## config.mk

```make
export PLATFORM = sky130hd
export DESIGN_NAME = clock_period_meter
export DESIGN_NICKNAME = d
export VERILOG_FILES = /design/src/rtl/clock_period_meter.sv
export SDC_FILE = /design/constraint.sdc
export NUM_CORES = 1
export LEC_CHECK = 0
export ABC_CLOCK_PERIOD_IN_PS = 5800
export BUFFER_PORTS_ARGS = -buffer_cell sky130_fd_sc_hd__buf_2
export CORE_UTILIZATION = 30
export CTS_BUF_LIST = sky130_fd_sc_hd__clkbuf_4
export CTS_CLUSTER_DIAMETER = 40
export DETAILED_ROUTE_END_ITERATION = 7
export GPL_TIMING_DRIVEN = 1
export PLACE_DENSITY = 0.53
export RECOVER_POWER = 100
export SLEW_MARGIN = 20
export SYNTH_ARGS = -nofsm -noshare
export SYNTH_HDL_FRONTEND = slang
export SYNTH_SLANG_ARGS = --single-unit
export TNS_END_PERCENT = 30
```

## constraint.sdc

```tcl
create_clock -name clk_i -period 5.8 [get_ports clk_i]
set_input_delay 0 -clock clk_i [delete_from_list [all_inputs] [get_ports clk_i]]
set_output_delay 0 -clock clk_i [all_outputs]
set_load 0.005 [all_outputs]
```

## src/rtl/clock_period_meter.sv

```systemverilog
// Clock period meter: synchronises an asynchronous square wave and reports its
// half-period and full period in clk cycles, with lock and loss-of-signal flags.
module clock_period_meter #(
   parameter int unsigned WIDTH       = 32,
   parameter int unsigned TIMEOUT     = 1000000,
   parameter int unsigned SYNC_STAGES = 2
) (
   input  logic             clk_i,
   input  logic             reset_i,
   input  logic             sig_in_i,
   output logic [WIDTH-1:0] half_period_o,
   output logic [WIDTH:0]   period_o,
   output logic             valid_o,
   output logic             locked_o,
   output logic             timeout_o
);

   localparam logic [WIDTH-1:0] CntMax     = '1;
   localparam logic [WIDTH-1:0] TimeoutVal = WIDTH'(TIMEOUT);

   typedef enum logic [1:0] {
      IDLE  = 2'd0,
      ARMED = 2'd1,
      MEAS  = 2'd2
   } state_e;

   state_e                 state_q, state_d;
   logic [SYNC_STAGES-1:0] sync_q;
   logic                   prev_q;
   logic [WIDTH-1:0]       cnt_q, cnt_d;
   logic [WIDTH-1:0]       half_q, half_d;
   logic [WIDTH:0]         period_q, period_d;
   logic                   valid_q, valid_d;
   logic                   locked_q, locked_d;
   logic                   timeout_q, timeout_d;
   logic                   edge_c;
   logic                   tmo_hit_c;

   // Synchroniser chain plus previous-value flop for both-edge detection.
   always_ff @(posedge clk_i) begin
      if (!reset_i) begin
         sync_q <= '0;
         prev_q <= 1'b0;
      end else begin
         sync_q <= {sync_q[SYNC_STAGES-2:0], sig_in_i};
         prev_q <= sync_q[SYNC_STAGES-1];
      end
   end

   assign edge_c    = sync_q[SYNC_STAGES-1] ^ prev_q;
   // An edge in the same cycle as the timeout threshold takes priority.
   assign tmo_hit_c = (cnt_q == TimeoutVal) && !edge_c;

   always_comb begin
      cnt_d = cnt_q;
      if (edge_c) begin
         cnt_d = WIDTH'(1);
      end else if (cnt_q != CntMax) begin
         cnt_d = cnt_q + WIDTH'(1);
      end
   end

   always_ff @(posedge clk_i) begin
      if (!reset_i) begin
         state_q <= IDLE;
      end else begin
         state_q <= state_d;
      end
   end

   always_comb begin
      state_d = state_q;
      case (state_q)
         IDLE:    if (edge_c) state_d = ARMED;
         ARMED:   if (edge_c) state_d = MEAS;
                  else if (tmo_hit_c) state_d = IDLE;
         MEAS:    if (tmo_hit_c) state_d = IDLE;
         default: state_d = IDLE;
      endcase
   end

   always_comb begin
      half_d    = half_q;
      period_d  = period_q;
      valid_d   = 1'b0;
      locked_d  = locked_q;
      timeout_d = timeout_q;
      case (state_q)
         IDLE: begin
            if (edge_c) timeout_d = 1'b0;
         end
         ARMED, MEAS: begin
            if (edge_c) begin
               half_d  = cnt_q;
               valid_d = 1'b1;
               if (state_q == ARMED) begin
                  period_d = {1'b0, cnt_q};
                  locked_d = 1'b0;
               end else begin
                  period_d = {1'b0, half_q} + {1'b0, cnt_q};
                  locked_d = (cnt_q == half_q);
               end
            end else if (tmo_hit_c) begin
               half_d    = '0;
               period_d  = '0;
               locked_d  = 1'b0;
               timeout_d = 1'b1;
            end
         end
         default: ;
      endcase
   end

   always_ff @(posedge clk_i) begin
      if (!reset_i) begin
         cnt_q     <= '0;
         half_q    <= '0;
         period_q  <= '0;
         valid_q   <= 1'b0;
         locked_q  <= 1'b0;
         timeout_q <= 1'b0;
      end else begin
         cnt_q     <= cnt_d;
         half_q    <= half_d;
         period_q  <= period_d;
         valid_q   <= valid_d;
         locked_q  <= locked_d;
         timeout_q <= timeout_d;
      end
   end

   assign half_period_o = half_q;
   assign period_o      = period_q;
   assign valid_o       = valid_q;
   assign locked_o      = locked_q;
   assign timeout_o     = timeout_q;

endmodule

```

==> impl_metrics.env <==
export IMPL_r2r_start="sync_q[1]"
export IMPL_tns_ns=0
export IMPL_period_share=0.720
export IMPL_yosys_warnings=0
export IMPL_synth_edff_count=0
export IMPL_startpoint_type="primary input"
export IMPL_grtUsageMet1=0.275
export IMPL_postSynthAreaPerCell_um2=8.55
export IMPL_gp_congestion=0.867
export IMPL_fin_crit_ns=4.18
export IMPL_dr_pass1_iters=8
export IMPL_grt_max_degree=41
export IMPL_die_h_um=143
export IMPL_critPathCaptureType="flip-flop"
export IMPL_final_nets=781
export IMPL_die_area_um2=20600
export IMPL_use_met3=0.0287
export IMPL_synth_nets=743
export IMPL_power_density_nw_per_um2=190
export IMPL_synth_top_cell_area_share=0.351
export IMPL_avgViaCountPerCell=5.33
export IMPL_clk_latency_ns=0.50
export IMPL_ir_worst_vdd_mv=0.0726
export IMPL_die_width_um=143
export IMPL_rsz0062_at_grt="no"
export IMPL_relSlewSlack=-0.477
export IMPL_core_area_um2=19500
export IMPL_cts_resized=0
export IMPL_min_from="sig_in_i"
export IMPL_critPathKind="in2reg"
export IMPL_synth_seq_cells=105
export IMPL_yosysMostFrequentCell="dfxtp_1"
export IMPL_boundaryPins=71
export IMPL_violations="max-capacitance violations, max-slew violations"
export IMPL_drv_slew=41
export IMPL_antenna_found_initial=1
export IMPL_r2r_end="period_o[25]"
export IMPL_min_path_type="in2reg"
export IMPL_syn_area_um2=6000
export IMPL_fin_cells=1010
export IMPL_whs_endpoint="sync_q[0]"
export IMPL_worstRegToRegCells=8
export IMPL_rrSetupSlack_ns=1.92
export IMPL_drive_above_1_share=0.0793
export IMPL_finalHoldViolations=0
export IMPL_skew_ns=0.0186
export IMPL_cts_tree="done"
export IMPL_rows=51
export IMPL_fill_cells=2119
export IMPL_post_drt_wl_per_cell_um=18.4
export IMPL_drt_iter0_drc=448
export IMPL_synth_area_leader_cell="dfxtp_1"
export IMPL_setup_viol=0
export IMPL_status="finished with violations"
export IMPL_grt_use_met2=0.277
export IMPL_top_usage_layer="met2"
export IMPL_cts_sinks=105
export IMPL_final_util=0.340
export IMPL_power_leakage_nw=2.58
export IMPL_synth_cell_types=67
export IMPL_areaGrowthSynthToFinish_pct=10.6
export IMPL_dp_cells=991
export IMPL_first_global_vias=4940
export IMPL_ys_seq_area_frac=0.351
export IMPL_syn_inst=701
export IMPL_start_util=0.307
export IMPL_fmax_ghz=0.240
export IMPL_critPathRequiredTime_ns=6.21
export IMPL_synthTopCellsByCount="105 x dfxtp_1, 55 x nand2_1, 50 x o21ai_0"
export IMPL_htree_levels=3
export IMPL_crit_arrival_ns=4.58
export IMPL_tightest_slew_ns=2.21
export IMPL_ys_top_cells_by_area="dfxtp_1 35%, ha_1 7.9%, a22o_1 6.3%"
export IMPL_drc_errors=0
export IMPL_finalWirelength_um=18600
export IMPL_clockBufferDepth=2
export IMPL_grt_usage=0.188
export IMPL_hold_depth=3
export IMPL_postSynth_topFlopCell="dfxtp_1"
export IMPL_overflow=0
export IMPL_path_clk_slew_ns=0.15
export IMPL_power_mw=1.26
export IMPL_io_buffers=70
export IMPL_via_count=5388
export IMPL_post_dp_hpwl_um=13400
export IMPL_clock_root_buffer="clkbuf_4"
export IMPL_holdWs_ns=0.250
export IMPL_cap_violations=1
export IMPL_ant_nets=0
export IMPL_grt_pass1_wl_um=29100
export IMPL_synthArstFlopShare=0
export IMPL_crit_fanout=40
export IMPL_numCtsBuffers=9
layout make-up:
cell class	count	area (um2)	area share
timing repair buffer	79	357	0.0538
sequential	105	2100	0.317
inverter	14	52.6	0.00792
clock inverter	7	109	0.0164
tap	265	332	0.0500
antenna	1	2.50	0.000377
clock buffer	9	67.6	0.0102
multi-input combinational	530	3610	0.544
state kept, by name (all words and copies together) (netlist names):
name / count
sync_q: 2
locked_o: 1
half_period_o: 32
cnt_q: 32
prev_q: 1
timeout_o: 1
valid_o: 1
state_q: 2
period_o: 33
per-layer routing:
metal,up-vias,share of wire,routed length [um]
met5,-,0,0
met2,150,0.43,7960
li1,2653,-,-
met3,34,0.044,829
met1,2551,0.51,9410
met4,0,0.023,430
timing repair:
item | CTS | global route
hold endpoints to repair | 7 | 0
buffers inserted | 0 | 0
hold buffers | 2 | 0
cells in the final DEF, fill, tap and decap left out, types with 10 or more instances in the layout:
| cell | n |
|---|---|
| dfxtp_1 | 105 |
| nand2_1 | 55 |
| o21ai_0 | 52 |
| nor2_1 | 48 |
| clkbuf_1 | 44 |
| a22o_1 | 43 |
| a21oi_1 | 41 |
| ha_1 | 38 |
| buf_2 | 29 |
| xor2_1 | 25 |
| nand3_1 | 23 |
| xnor2_1 | 21 |
| inv_1 | 14 |
| a21o_1 | 14 |
| nor4_1 | 13 |
| nand4_1 | 13 |
| nor3_1 | 12 |
| or3_1 | 11 |
| a22oi_1 | 10 |
report_power, final:
part           total [mW]  switching (mW)  leakage (nW)  internal [mW]
sequential          0.731         0.00516         0.847          0.726
clock               0.470           0.255        0.0971          0.215
combinational      0.0605          0.0431          1.64         0.0173
how the worst max path moves through the flow:
stage | start | endpoint | slack (ns)
after floorplan | cnt_q[1] | period_o[25] | 3.15
after global placement | cnt_q[1] | period_o[25] | 2.79
after detailed placement | cnt_q[1] | period_o[25] | 2.73
after CTS | cnt_q[1] | period_o[25] | 2.71
after global routing | reset_i | period_o[25] | 1.36
final | reset_i | period_o[25] | 1.62
kinds of logic after synthesis:
group | Yosys count | share of synthesized area
DFF | 105 | 0.351
xor gates and xnor gates | 46 | 0.0672
AOI/OAI and AO/OA | 217 | 0.258
adders and majority gates | 39 | 0.0826
and+or+nand+nor | 225 | 0.194
buffers and inverters | 66 | 0.0430
muxes | 3 | 0.00522
worst max-delay path, stage by stage:
cell and delay, ns:
dlygate4sd3_1 0.52, clkbuf_1 1.04, and3_1 0.30, clkbuf_1 1.58, nand2b_1 0.10, clkbuf_1 0.58
nor2_1 0.24, a222oi_1 0.11, o31ai_1 0.09
through the flow:
stage | setup WS [ns] | area (um2)
2_1_floorplan | 3.15 | 6000
3_3_place_gp | 2.79 | 6530
3_5_place_dp | 2.73 | 6530
4_1_cts | 2.71 | 6730
5_1_grt | 1.36 | 6630
6_report | 1.62 | 6630
Power figures use the tool's default switching activity.
